`config.mk`:
```
export PLATFORM = sky130hd
export DESIGN_NAME = mac_axis_pkt_gen_flat
export DESIGN_NICKNAME = d
export VERILOG_FILES = /design/src/rtl/mac_axis_pkt_gen_if.sv /design/src/rtl/mac_axis_pkt_gen.sv /design/src/flat_wrapper.sv
export SDC_FILE = /design/constraint.sdc
export NUM_CORES = 1
export LEC_CHECK = 0
export BUFFER_PORTS_ARGS = -buffer_cell sky130_fd_sc_hd__buf_4
export CORE_MARGIN = 1
export CORE_UTILIZATION = 60
export CTS_BUF_LIST = sky130_fd_sc_hd__clkbuf_8
export DETAILED_ROUTE_END_ITERATION = 8
export GPL_TIMING_DRIVEN = 0
export PLACE_DENSITY = 0.9
export SLEW_MARGIN = 20
export SYNTH_ARGS = -nofsm -noshare
export SYNTH_HDL_FRONTEND = slang
export SYNTH_SLANG_ARGS = --single-unit
```
`constraint.sdc`:
```
create_clock -name i_clk -period 11.2 [get_ports i_clk]
set_input_delay 0.56 -clock i_clk [delete_from_list [all_inputs] [get_ports i_clk]]
set_output_delay 0.56 -clock i_clk [all_outputs]
set_load 0.05 [all_outputs]
```
`src/rtl/mac_axis_pkt_gen_if.sv`:
```
// Shared widths and the AXI-Stream beat bundle between the packet generator
// and its downstream MAC transmit port.
package mac_axis_pkt_gen_pkg;
  localparam int N_SYMBOLS = 8;
  localparam int W_SYMBOL  = 8;
endpackage

interface mac_axis_pkt_gen_if;
  logic                                                                  tvalid;
  logic                                                                  tready;
  logic                                                                  tlast;
  logic [mac_axis_pkt_gen_pkg::N_SYMBOLS-1:0]                            tkeep;
  logic [mac_axis_pkt_gen_pkg::N_SYMBOLS*mac_axis_pkt_gen_pkg::W_SYMBOL-1:0] tdata;

  modport master (output tvalid, tlast, tkeep, tdata, input tready);
  modport slave  (input tvalid, tlast, tkeep, tdata, output tready);
endinterface

```
`src/rtl/mac_axis_pkt_gen.sv`:
```
// Ethernet test-frame generator: streams runs of fixed-length frames with a
// fixed header and an incrementing payload, separated by programmable gaps.
module mac_axis_pkt_gen #(
  parameter logic [47:0] DST_MAC   = 48'hFFFF_FFFF_FFFF,
  parameter logic [47:0] SRC_MAC   = 48'h0200_0000_0001,
  parameter logic [15:0] ETHERTYPE = 16'h88B5
) (
  input  logic                  i_clk,
  input  logic                  i_reset,
  input  logic                  i_clk_en,
  input  logic                  i_start,
  input  logic                  i_stop,
  input  logic [15:0]           i_len,
  input  logic [15:0]           i_n_frames,
  input  logic [7:0]            i_gap,
  mac_axis_pkt_gen_if.master    m_axis,
  output logic                  o_busy,
  output logic                  o_done,
  output logic [31:0]           o_frame_cnt
);
  import mac_axis_pkt_gen_pkg::*;

  localparam int W_BEAT = N_SYMBOLS * W_SYMBOL;
  // Header padded to 16 bytes so the variable byte select never leaves the vector.
  localparam logic [127:0] HDR = {DST_MAC, SRC_MAC, ETHERTYPE, 16'h0000};

  typedef enum logic [1:0] {S_IDLE, S_SEND, S_GAP} state_t;

  state_t       r_state, w_state_next;
  logic [10:0]  r_len, r_off;
  logic [7:0]   r_gap, r_gap_cnt, r_beat, r_last_beat, r_seq;
  logic [15:0]  r_n, r_run_cnt;
  logic         r_stop_pend, r_done;
  logic [31:0]  r_frame_cnt;

  logic [10:0]  w_len_clamp;
  logic [7:0]   w_nbeats;
  logic         w_tvalid, w_is_last, w_accept, w_frame_end, w_end_run, w_finish;
  logic [15:0]  w_run_cnt_inc;
  logic [7:0]   w_last_keep;
  logic [W_BEAT-1:0] w_tdata;

  assign w_len_clamp = (i_len < 16'd60)   ? 11'd60   :
                       (i_len > 16'd1514) ? 11'd1514 : i_len[10:0];
  assign w_nbeats    = w_len_clamp[10:3] + {7'd0, |w_len_clamp[2:0]};

  assign w_tvalid      = (r_state == S_SEND);
  assign w_is_last     = (r_beat == r_last_beat);
  assign w_accept      = i_clk_en & w_tvalid & m_axis.tready;
  assign w_frame_end   = w_accept & w_is_last;
  assign w_run_cnt_inc = r_run_cnt + 16'd1;
  // A stop arriving together with the final beat ends the run at once.
  assign w_end_run     = r_stop_pend | i_stop | ((r_n != 16'd0) && (w_run_cnt_inc == r_n));

  always_comb begin
    w_state_next = r_state;
    w_finish     = 1'b0;
    case (r_state)
      S_IDLE: begin
        if (i_clk_en && i_start && !i_stop)
          w_state_next = S_SEND;
      end
      S_SEND: begin
        if (w_frame_end) begin
          if (w_end_run) begin
            w_state_next = S_IDLE;
            w_finish     = 1'b1;
          end else if (r_gap != 8'd0) begin
            w_state_next = S_GAP;
          end
        end
      end
      S_GAP: begin
        if (i_clk_en) begin
          if (i_stop) begin
            w_state_next = S_IDLE;
            w_finish     = 1'b1;
          end else if (r_gap_cnt == r_gap - 8'd1) begin
            w_state_next = S_SEND;
          end
        end
      end
      default: w_state_next = S_IDLE;
    endcase
  end

  always_ff @(posedge i_clk or posedge i_reset) begin
    if (i_reset)
      r_state <= S_IDLE;
    else
      r_state <= w_state_next;
  end

  always_ff @(posedge i_clk or posedge i_reset) begin
    if (i_reset) begin
      r_len       <= 11'd0;
      r_off       <= 11'd0;
      r_gap       <= 8'd0;
      r_gap_cnt   <= 8'd0;
      r_beat      <= 8'd0;
      r_last_beat <= 8'd0;
      r_seq       <= 8'd0;
      r_n         <= 16'd0;
      r_run_cnt   <= 16'd0;
      r_stop_pend <= 1'b0;
      r_done      <= 1'b0;
      r_frame_cnt <= 32'd0;
    end else if (i_clk_en) begin
      r_done <= w_finish;
      case (r_state)
        S_IDLE: begin
          if (i_start && !i_stop) begin
            r_len       <= w_len_clamp;
            r_last_beat <= w_nbeats - 8'd1;
            r_gap       <= i_gap;
            r_n         <= i_n_frames;
            r_seq       <= 8'd0;
            r_run_cnt   <= 16'd0;
            r_stop_pend <= 1'b0;
            r_beat      <= 8'd0;
            r_off       <= 11'd0;
            r_gap_cnt   <= 8'd0;
          end
        end
        S_SEND: begin
          if (i_stop)
            r_stop_pend <= 1'b1;
          if (w_accept) begin
            if (w_is_last) begin
              r_beat      <= 8'd0;
              r_off       <= 11'd0;
              r_gap_cnt   <= 8'd0;
              r_seq       <= r_seq + 8'd1;
              r_run_cnt   <= w_run_cnt_inc;
              r_frame_cnt <= r_frame_cnt + 32'd1;
            end else begin
              r_beat <= r_beat + 8'd1;
              r_off  <= r_off + 11'd8;
            end
          end
        end
        S_GAP:   r_gap_cnt <= r_gap_cnt + 8'd1;
        default: ;
      endcase
    end
  end

  // Each lane derives its byte from its absolute offset within the frame.
  generate
    for (genvar gi = 0; gi < N_SYMBOLS; gi++) begin : g_sym
      logic [10:0] w_k;
      logic [3:0]  w_hidx;
      logic [7:0]  w_hdr_b, w_pay_b;
      assign w_k     = r_off + 11'(gi);
      assign w_hidx  = 4'd15 - w_k[3:0];
      assign w_hdr_b = HDR[{w_hidx, 3'b000} +: 8];
      assign w_pay_b = w_k[7:0] - 8'd14 + r_seq;
      assign w_tdata[gi*W_SYMBOL +: W_SYMBOL] =
          (!w_tvalid || (w_k >= r_len)) ? 8'h00 :
          (w_k < 11'd14)                ? w_hdr_b : w_pay_b;
    end
  endgenerate

  assign w_last_keep = (r_len[2:0] == 3'd0) ? 8'hFF : ((8'h01 << r_len[2:0]) - 8'h01);

  assign m_axis.tvalid = w_tvalid;
  assign m_axis.tdata  = w_tdata;
  assign m_axis.tlast  = w_tvalid & w_is_last;
  assign m_axis.tkeep  = !w_tvalid ? 8'h00 : (w_is_last ? w_last_keep : 8'hFF);
  assign o_busy        = (r_state != S_IDLE);
  assign o_done        = r_done;
  assign o_frame_cnt   = r_frame_cnt;
endmodule

```
`src/flat_wrapper.sv`:
```
// flat-port wrapper written by rule: the top's interface ports become plain ports
module mac_axis_pkt_gen_flat import mac_axis_pkt_gen_pkg::*;
#(
  parameter logic [47:0] DST_MAC   = 48'hFFFF_FFFF_FFFF,
  parameter logic [47:0] SRC_MAC   = 48'h0200_0000_0001,
  parameter logic [15:0] ETHERTYPE = 16'h88B5
)
  (i_clk, i_reset, i_clk_en, i_start, i_stop, i_len, i_n_frames, i_gap, o_busy, o_done, o_frame_cnt, m_axis_tvalid, m_axis_tlast, m_axis_tkeep, m_axis_tdata, m_axis_tready);
  mac_axis_pkt_gen_if m_axis_i ();
  input  logic i_clk;
  input  logic i_reset;
  input  logic i_clk_en;
  input  logic i_start;
  input  logic i_stop;
  input  logic [15:0] i_len;
  input  logic [15:0] i_n_frames;
  input  logic [7:0] i_gap;
  output logic o_busy;
  output logic o_done;
  output logic [31:0] o_frame_cnt;
  output wire logic [$bits(m_axis_i.tvalid)-1:0] m_axis_tvalid;
  output wire logic [$bits(m_axis_i.tlast)-1:0] m_axis_tlast;
  output wire logic [$bits(m_axis_i.tkeep)-1:0] m_axis_tkeep;
  output wire logic [$bits(m_axis_i.tdata)-1:0] m_axis_tdata;
  input wire logic [$bits(m_axis_i.tready)-1:0] m_axis_tready;
  assign m_axis_tvalid = m_axis_i.tvalid;
  assign m_axis_tlast = m_axis_i.tlast;
  assign m_axis_tkeep = m_axis_i.tkeep;
  assign m_axis_tdata = m_axis_i.tdata;
  assign m_axis_i.tready = m_axis_tready;
  mac_axis_pkt_gen #(.DST_MAC(DST_MAC), .SRC_MAC(SRC_MAC), .ETHERTYPE(ETHERTYPE)) u_core (.i_clk(i_clk), .i_reset(i_reset), .i_clk_en(i_clk_en), .i_start(i_start), .i_stop(i_stop), .i_len(i_len), .i_n_frames(i_n_frames), .i_gap(i_gap), .m_axis(m_axis_i), .o_busy(o_busy), .o_done(o_done), .o_frame_cnt(o_frame_cnt));
endmodule
```
==> impl_metrics.json, run 1 <==
{
  "synth-compound-area-share_pct": 14.5,
  "rsz0062_at_grt": "false",
  "worstPathCellList": "inv_1 -> ha_1 -> clkbuf_1 -> inv_1 -> nand2_1 -> o21ai_0 -> a21o_1 -> a21oi_1 -> xnor2_1 -> nor2_1 -> buf_4",
  "globalRoute.totalOverflow": 0,
  "clock_sinks": 127,
  "route.detailed.vias_per_inst": 6.04,
  "ys.flop_type": "dfrtp_1",
  "crit_required_ns": 10.64,
  "n_antenna_cell": 0,
  "finalClockSkew_ns": 0.0152,
  "max-vdd-ir-drop_mv": 0.351,
  "drc": 0,
  "maximum_clock_rate_mhz": 245,
  "leading_cell_type_in_the_layout_fill_and_taps_excluded": "buf_4",
  "post_cts_resize_count": 0,
  "grt_pass1_vias": 8971,
  "arrival_ns": 3.53,
  "timing.max_slew.rel_slack_pct": 46.1,
  "dp_cells": 1475,
  "design.portCount": 154,
  "tritoncts.num_buffers": 17,
  "min-delay-path-class": "primary input to async pin",
  "synth_cell_types": 72,
  "wire_length_of_the_first_global_routing_pass_um": 43100,
  "finalCriticalPeriod_ns": 4.09,
  "period_share_pct": 36.5,
  "power_density_nw_per_um2": 335,
  "synth_xor_xnor_area_share_pct": 13.3,
  "cts-htree-levels": 4,
  "layout-drive-gt1-share_pct": 18.3,
  "max_cap_violations": 0,
  "met3_usage_pct": 6.51,
  "dieArea_um2": 16500,
  "synth_fa_ha_area_share_pct": 11.9,
  "drt_first_iter_violations": 822,
  "std_cell_rows": 45,
  "post_synth_mux_area_share_pct": 3.16,
  "grt.total_usage_pct": 33.2,
  "slowest_stage": "dfrtp_1",
  "clkTransAtPathRegs_ns": 0.08,
  "final_net_count": 1416,
  "use_met1_pct": 40.1,
  "cts_tree": "done",
  "timing.setup.tns_ns": 0,
  "synth-seq-area-share_pct": 33.2,
  "ys.warnings.count": 0,
  "gpl.final_weighted_congestion": 0.939,
  "port-buffer-count": 153,
  "synth_edf_count": 0,
  "layout-area-overhead-vs-synth_pct": 19.6,
  "worstMarginPinSlew_ns": 0.806,
  "detailed_place_hpwl_um": 19400,
  "total_leakage_power_uw": 0.00543,
  "final_power_uw": 3830,
  "drt_pre_antenna_iters": 7,
  "initial_core_util_pct": 62.3,
  "combinational_family_with_the_most_area_after_synthesis": "simple AND/OR/NAND/NOR gates",
  "largest_net_degree_at_the_start_of_global_routing": 78,
  "critical_path.most_common_cell": "inv_1",
  "yosys.area_share.simple_pct": 18.9,
  "hold_viol": 0,
  "drv_slew": 0,
  "cts.repair_timing.setup_buffer_count": 0,
  "fp.dieW_um": 128,
  "post_synth.cell_area_avg_um2": 8.68,
  "clock_insertion_delay_worst_skew_ns": 0.44,
  "run_status": "complete, no violations",
  "final-setup-viol-count": 0,
  "design.core.area_um2": 15400,
  "detailroute.via_count": 9108,
  "hold_buffers": 0,
  "grt_busiest_layer": "met2",
  "max_stage_delay_ns": 0.72,
  "critPathCaptureType": "output port",
  "critPathLaunchType": "register",
  "fp.dieH_um": 128,
  "drt_wl_total_um": 26500,
  "crit_path_max_fanout": 13,
  "detail-route-antenna-nets": 0,
  "postSynthCellCount": 1103,
  "fraction_of_registers_with_async_set_or_reset_after_synthesis_pct": 100,
  "layoutNonFillerInstCount": 1507,
  "most-common-layout-cells": "buf_4 (155), dfrtp_1 (127), nor2_1 (104)",
  "max-clock-path-buffers": 2,
  "path_class": "register to output port",
  "synth_seq_cells": 127,
  "cts-root-buf": "clkbuf_8",
  "antenna_found_initial": 0,
  "area_of_the_mapped_netlist_um2": 9570,
  "use_met2_pct": 56.6,
  "drt-wirelength-per-cell_um": 17.6
}
## logic make-up (layout without fill, tap and decap cells)
logic type	count (synthesis)	count (layout)
AO/OA/AOI/OAI	231	231
AND/OR/NAND/NOR	361	361
other	2	9
adder cells (fa/ha/maj)	87	87
multiplexers	27	27
XOR/XNOR	145	145
flip-flops	127	127
buffers and inverters	123	309
## layer usage
| layer | vias to the layer above | share of wire, % |
|---|---|---|
| met3 | 106 | 8.3 |
| met1 | 4306 | 40 |
| li1 | 4194 | - |
| met5 | - | 0 |
| met2 | 502 | 48 |
| met4 | 0 | 4.0 |
## cells in the mapped netlist, drive strengths merged, types with 7 or more instances
library cell | instances | area (µm²)
nor2 | 105 | 397
xor2 | 57 | 499
ha | 80 | 1000
nand3 | 34 | 170
nor4 | 14 | 93.8
a21o | 17 | 129
dfrtp | 127 | 3180
inv | 65 | 244
o21bai | 8 | 60.1
clkbuf | 51 | 193
nor2b | 8 | 50.1
a21oi | 83 | 415
nor3 | 21 | 115
o21ai | 71 | 355
nand2 | 83 | 312
fa | 7 | 140
mux2 | 26 | 293
and3 | 18 | 113
o21a | 8 | 60.1
nand2b | 9 | 56.3
xnor2 | 88 | 771
buf | 7 | 38.8
nand4 | 32 | 200
## flip-flops by register name (all words and copies together) (netlist names)
register,cells
u_core.o_frame_cnt,32
u_core.r_n,16
u_core.r_run_cnt,16
u_core.r_len,11
u_core.r_beat,8
u_core.r_gap,8
u_core.r_gap_cnt,8
u_core.r_last_beat,8
u_core.r_off,8
u_core.r_seq,8
u_core.r_state,2
u_core.o_done,1
u_core.r_stop_pend,1
## final timing paths
kind	cells past startpoint	slack [ns]	startpoint	to
max	11	7.11	u_core.r_seq[2]	m_axis_tdata[63]
min	2	0.15	i_reset	u_core.o_frame_cnt[21]
max reg2reg	9	7.71	u_core.r_beat[7]	u_core.r_run_cnt[2]
min reg2reg	2	0.48	u_core.r_len[7]	u_core.r_len[7]
max in group asynchronous	3	10.34	i_reset	u_core.r_off[6]
min in group i_clk	2	0.35	i_gap[5]	u_core.r_gap[5]
## layout make-up
type | instances | area (µm²)
Multi-Input combinational cell | 860 | 5950
Fill cell | 1057 | 3920
Sequential cell | 127 | 3180
Timing Repair Buffer | 154 | 1180
Tap cell | 211 | 264
Inverter | 65 | 249
Clock buffer | 18 | 248
Buffer | 58 | 231
Clock inverter | 14 | 155
## power by group
group | leakage, µW | internal [µW] | switching [µW]
combinational | 0.00354 | 882 | 1850
sequential | 0.00169 | 556 | 136
clock | 0.000200 | 207 | 198
total | 0.00543 | 1650 | 2190
## stage by stage
step | setup WS, ns | util (%) | cell area, µm² | hold WS (ns)
floorplan | 7.26 | - | 9600 | 0.449
global placement | 5.99 | 71.6 | 11000 | 0.465
detailed placement | 7.62 | 71.9 | 11000 | 0.471
CTS | 7.13 | 74.5 | 11400 | 0.156
global route | 6.82 | 74.5 | 11400 | 0.170
finish | 7.11 | 74.5 | 11400 | 0.146
## worst max-delay path, delay by kind of cell (launching register included)
family,cells,cell delay (ns)
AO/OA/AOI/OAI,3,0.51
XOR/XNOR,1,0.17
adder cells (fa/ha/maj),1,0.42
flip-flops,1,0.72
AND/OR/NAND/NOR,2,0.18
buffers and inverters,4,1.08
(Power assumes the default switching activity.)
==> run 2: changes to the inputs <==
==> constraint.sdc (replaced) <==
create_clock -name i_clk -period 4.25 [get_ports i_clk]
set_input_delay 0.2125 -clock i_clk [delete_from_list [all_inputs] [get_ports i_clk]]
set_output_delay 0.2125 -clock i_clk [all_outputs]
set_load 0.05 [all_outputs]
==> run 2 against run 1 <==
Against the previous run: non-clock buffer count rose by 13; via count rose by 2.3%; utilization rose by 0.85 points; global-route usage rose by 1.4 points; sequential power rose to 2.7 times the previous value; critical path depth did not move; critical path type unchanged; largest cell class unchanged; sequential share of layout area fell by 0.31 points; total power rose to 2.7 times the previous value; design area rose by 1.1%; first-iteration DRC count rose by 11%; die area did not move.
==> impl_metrics.json, run 2 (same netlist as run 1, synthesis figures left out) <==
{
  "gpl.final_weighted_congestion": 0.939,
  "use_met2_pct": 58.4,
  "critPathLaunchType": "register",
  "fp.dieW_um": 128,
  "layout-area-overhead-vs-synth_pct": 20.9,
  "timing.max_slew.rel_slack_pct": 43.8,
  "power_density_nw_per_um2": 880,
  "met3_usage_pct": 6.72,
  "largest_net_degree_at_the_start_of_global_routing": 78,
  "globalRoute.totalOverflow": 0,
  "worstPathCellList": "inv_1 -> ha_1 -> clkbuf_1 -> inv_1 -> nand2_1 -> o21ai_0 -> a21o_1 -> a21oi_1 -> xnor2_1 -> nor2_1 -> buf_4",
  "layoutNonFillerInstCount": 1520,
  "critPathCaptureType": "output port",
  "pwr-share-clk_pct": 10.5,
  "n_antenna_cell": 0,
  "pwr-share-comb_pct": 71.4,
  "critical_path.most_common_cell": "inv_1",
  "cts-root-buf": "clkbuf_8",
  "drt_first_iter_violations": 914,
  "port-buffer-count": 153,
  "wire_length_of_the_first_global_routing_pass_um": 44800,
  "worstMarginPinSlew_ns": 0.841,
  "detail-route-antenna-nets": 0,
  "tritoncts.num_buffers": 17,
  "rsz0062_at_grt": "false",
  "total_leakage_power_uw": 0.00548,
  "drt_pre_antenna_iters": 5,
  "path_class": "register to output port",
  "timing.hold.ws_ns": 0.00696,
  "largest_register_ff_count": 32,
  "std_cell_rows": 45,
  "internal_power_uw": 4340,
  "maximum_clock_rate_mhz": 266,
  "drt_wl_total_um": 28400,
  "max_stage_delay_ns": 0.73,
  "clkTransAtPathRegs_ns": 0.08,
  "drc": 0,
  "max-vdd-ir-drop_mv": 0.924,
  "netSwitchingPower_uw": 5840,
  "grt.total_usage_pct": 34.6,
  "detailed_place_hpwl_um": 19400,
  "route.detailed.vias_per_inst": 6.13,
  "final-setup-viol-count": 0,
  "min-delay-path-class": "primary input to register",
  "dieArea_um2": 16500,
  "initial_core_util_pct": 62.3,
  "grt_busiest_layer": "met2",
  "fp.dieH_um": 128,
  "cts.repair_timing.setup_buffer_count": 0,
  "max_cap_violations": 0,
  "most-common-layout-cells": "buf_4 (155), dfrtp_1 (127), nor2_1 (104)",
  "design.core.area_um2": 15400,
  "use_met1_pct": 41.4,
  "postLayoutCoreUtil_pct": 75.3,
  "worst_hold_startpoint": "i_n_frames[12]",
  "leading_cell_type_in_the_layout_fill_and_taps_excluded": "buf_4",
  "layout-drive-gt1-share_pct": 18.1,
  "clock_insertion_delay_worst_skew_ns": 0.45,
  "cts-htree-levels": 4,
  "slowest_stage": "dfrtp_1",
  "final.fill_count": 1021,
  "timing.rr.start": "u_core.r_beat[1]",
  "clock_sinks": 127,
  "period_share_pct": 88.5,
  "drv_slew": 0,
  "hold_viol": 0,
  "switching_share_pct": 57.4,
  "run_status": "complete, no violations",
  "drt-wirelength-per-cell_um": 18.7,
  "max-clock-path-buffers": 2,
  "final_net_count": 1429,
  "design.portCount": 154,
  "grt_pass1_vias": 9135,
  "finalCriticalPeriod_ns": 3.76,
  "crit_path_start": "u_core.r_seq[2]",
  "dp_cells": 1475,
  "crit_required_ns": 4.04,
  "detailroute.via_count": 9321,
  "post_cts_resize_count": 0,
  "finalClockSkew_ns": 0.0136,
  "crit_path_max_fanout": 13,
  "antenna_found_initial": 0,
  "p_seq_share_pct": 18.1,
  "arrival_ns": 3.55,
  "cts_tree": "done"
}
## run 2: changes by cell type in the layout (fill, tap and decap cells not counted), sizes merged
cell | before | now
dlygate4sd3 | 0 | 13
## run 2: final cells by class
| class | instances | area [µm²] | share of cell area, % |
|---|---|---|---|
| multi-input combinational | 860 | 5950 | 51.4 |
| sequential | 127 | 3180 | 27.4 |
| timing repair buffer | 167 | 1310 | 11.3 |
| tap | 211 | 264 | 2.28 |
| inverter | 65 | 249 | 2.15 |
| clock buffer | 18 | 248 | 2.14 |
| buffer | 58 | 231 | 2.00 |
| clock inverter | 14 | 155 | 1.34 |
## run 2: critical path, delay by kind of cell, from the launching register on
kind | cells | cell delay [ns]
buffers and inverters | 4 | 1.10
flip-flops | 1 | 0.73
AO/OA/AOI/OAI | 3 | 0.51
adder cells (fa/ha/maj) | 1 | 0.41
AND/OR/NAND/NOR | 2 | 0.18
XOR/XNOR | 1 | 0.17
## run 2: through the flow
stage	total power, µW	instance area [µm²]	worst slack [ns]	TNS (ns)
global placement	8760	11000	-0.608	-76.49
detailed placement	8930	11000	0.947	0
finish	10200	11600	0.487	0
global route	10700	11600	0.203	0
CTS	10000	11600	0.528	0
floorplan	6990	9600	0.653	0
## run 2: timing repair
item | 4_1_cts | 5_1_grt
endpoints found under the hold margin | 61 | 1
endpoints found under the setup margin | 0 | 0
hold buffers | 12 | 1
## run 2: path summary, 6_finish.rpt
kind	slack (ns)	depth (start not counted)	to
setup / recovery	0.49	11	m_axis_tdata[63]
hold / removal	0.007	2	u_core.r_n[12]
setup reg to reg	0.67	9	u_core.r_run_cnt[15]
hold reg to reg	0.49	2	u_core.r_len[7]
max in group asynchronous	3.17	4	u_core.r_off[6]
min in group asynchronous	0.34	3	u_core.r_gap[2]
## run 2: per-layer routing
metal,up-vias,wire (µm)
met1,4367,10900
met5,-,0
met2,594,13700
met4,0,1330
li1,4224,-
met3,136,2470
## run 2: power groups by stage
stage	Clock [µW]	Combinational, µW	Sequential [µW]
3_3_place_gp	0	6960	1800
5_1_grt	1120	7750	1860
2_1_floorplan	0	5260	1720
3_5_place_dp	0	7110	1820
4_1_cts	1070	7170	1800
6_report	1070	7270	1840
==> run 3: changes to the inputs <==
--- a/config.mk
+++ b/config.mk
@@ -5,13 +5,13 @@
 export SDC_FILE = /design/constraint.sdc
 export NUM_CORES = 1
 export LEC_CHECK = 0
-export BUFFER_PORTS_ARGS = -buffer_cell sky130_fd_sc_hd__buf_4
 export CORE_MARGIN = 1
 export CORE_UTILIZATION = 60
 export CTS_BUF_LIST = sky130_fd_sc_hd__clkbuf_8
 export DETAILED_ROUTE_END_ITERATION = 8
+export DONT_BUFFER_PORTS = 1
 export GPL_TIMING_DRIVEN = 0
-export PLACE_DENSITY = 0.9
+export PLACE_DENSITY = 0.82
 export SLEW_MARGIN = 20
 export SYNTH_ARGS = -nofsm -noshare
 export SYNTH_HDL_FRONTEND = slang
==> run 3 against run 2 <==
Against the previous run: the run now ends with negative setup slack left; worst setup slack got worse by 0.51 ns; sequential share of layout area increased by 2.5 points; wire length decreased by 13%; critical path depth decreased by 3; fmax decreased by 12%; first-iteration DRC count decreased by 34%; register-to-register slack got worse by 0.24 ns; final cell count decreased by 8.9%; design area decreased by 8.3%; largest cell class unchanged.
==> impl_metrics.json, run 3 (same netlist as run 1, synthesis figures left out) <==
{
  "antenna_found_initial": 0,
  "use_met2_pct": 53.5,
  "crit_path_max_fanout": 10,
  "met3_usage_pct": 5.68,
  "worstMarginPinSlew_ns": 1.13,
  "tritoncts.num_buffers": 17,
  "route.detailed.vias_per_inst": 6.15,
  "dieArea_um2": 16500,
  "critical_path.most_common_cell": "inv_1",
  "cts_tree": "done",
  "gpl.final_weighted_congestion": 0.933,
  "crit_path_start": "u_core.r_state[1]",
  "largest_register_ff_count": 32,
  "grt_busiest_layer": "met2",
  "worstSetupEndpoint": "m_axis_tdata[5]",
  "max_cap_violations": 0,
  "cts.repair_timing.setup_buffer_count": 0,
  "timing.hold.ws_ns": 0.0269,
  "drt-wirelength-per-cell_um": 17.9,
  "use_met1_pct": 37.9,
  "worst_r2r_path_depth": 9,
  "timing.rr.start": "u_core.r_beat[6]",
  "setup.reg_to_reg.worst_slack_ns": 0.43,
  "postLayoutCoreUtil_pct": 69.0,
  "cp.depth": 8,
  "wire_length_of_the_first_global_routing_pass_um": 40100,
  "stdcell_area_um2": 10600,
  "clock_sinks": 127,
  "crit_buf_inv": 3,
  "leading_cell_type_in_the_layout_fill_and_taps_excluded": "dfrtp_1",
  "finalCriticalPeriod_ns": 4.27,
  "design.core.area_um2": 15400,
  "final-setup-viol-count": 6,
  "violations": "negative setup slack",
  "timing.max_slew.rel_slack_pct": 25.2,
  "critPathLaunchType": "register",
  "initial_core_util_pct": 62.3,
  "fin_ws_ns": -0.0240,
  "grt_pass1_vias": 8256,
  "hold_viol": 0,
  "cts-root-buf": "clkbuf_8",
  "slowest_stage": "a21oi_1",
  "path_class": "register to output port",
  "maximum_clock_rate_mhz": 234,
  "std_cell_rows": 45,
  "drc": 0,
  "detail-route-antenna-nets": 0,
  "crit_required_ns": 4.04,
  "rsz0062_at_grt": "true",
  "detailed_place.area_um2": 9910,
  "clock_insertion_delay_worst_skew_ns": 0.45,
  "period_share_pct": 101,
  "crit-reg2reg-capture": "u_core.r_run_cnt[2]",
  "layout-area-overhead-vs-synth_pct": 10.8,
  "globalRoute.totalOverflow": 0,
  "max_stage_delay_ns": 0.86,
  "port-buffer-count": 0,
  "cts-htree-levels": 4,
  "detailroute.via_count": 8512,
  "drt_first_iter_violations": 602,
  "drv_slew": 0,
  "clkTransAtPathRegs_ns": 0.07,
  "arrival_ns": 4.06,
  "pre_cts_ws_ns": 0.520,
  "detailed_place_hpwl_um": 17600,
  "n_antenna_cell": 0,
  "design.portCount": 154,
  "worstPathCellList": "inv_1 -> ha_1 -> inv_1 -> clkbuf_1 -> nor4_1 -> a41oi_1 -> nand2b_1 -> a21oi_1",
  "drt_pre_antenna_iters": 5,
  "crit_family": "compound AO/OA/AOI/OAI gates",
  "grt.total_usage_pct": 30.8,
  "finalClockSkew_ns": 0.0186,
  "largest_net_degree_at_the_start_of_global_routing": 73,
  "critPathCaptureType": "output port",
  "final_net_count": 1294,
  "fp.dieW_um": 128,
  "most-common-layout-cells": "dfrtp_1 (127), nor2_1 (102), xnor2_1 (88)",
  "drt_wl_total_um": 24800,
  "run_status": "complete, but fails checks",
  "min-delay-path-class": "primary input to register",
  "fp.dieH_um": 128,
  "max-clock-path-buffers": 2,
  "layout-drive-gt1-share_pct": 7.76
}
## run 3: cell types whose count changed in the layout (fill, tap and decap cells not counted), moves of 2 or more
cell,delta
nor2_2,+2
nor2_1,-2
buf_4,-153
inv_6,+2
a21oi_2,+4
dlygate4sd3_1,+18
a21oi_1,-4
## run 3: layout make-up
class	instances	area (µm²)
multi-input combinational	860	5980
inverter	65	249
tap	211	264
fill	1164	4760
clock inverter	14	134
clock buffer	17	234
timing repair buffer	32	338
buffer	58	231
sequential	127	3180
## run 3: worst min path at each step
stage / start / endpoint / slack, ns / cells past startpoint
finish: i_len[10] / u_core.r_len[10] / 0.03 / 2
global route: i_len[8] / u_core.r_len[8] / 0.04 / 2
CTS: i_len[10] / u_core.r_len[10] / 0.006 / 2
detailed placement: i_reset / u_core.o_frame_cnt[7] / 0.16 / 1
global placement: i_len[0] / u_core.r_len[0] / 0.35 / 2
floorplan: i_len[0] / u_core.r_len[0] / 0.35 / 2
## run 3: per-stage QoR
stage,cells,TNS (ns)
2_1_floorplan,1110,0
3_3_place_gp,1321,-71.90
3_5_place_dp,1322,0
4_1_cts,1384,0
5_1_grt,1384,-1.37
6_report,1384,-0.0960
## run 3: routing by layer
metal | up-vias | share of wire (%)
li1 | 3933 | -
met1 | 4094 | 40
met2 | 422 | 49
met3 | 63 | 7.9
met4 | 0 | 2.6
met5 | - | 0
## run 3: repair_timing
action                                 in CTS  in global routing
hold buffers                               31                  0
endpoints found under the hold margin      85                  0
setup endpoints to repair                   0                 19
gates resized for setup                     0                  6
Power of run 3 is left out: the tool's default activity adds up to more than one toggle a clock period on the data nets, which glitch-free logic cannot reach.
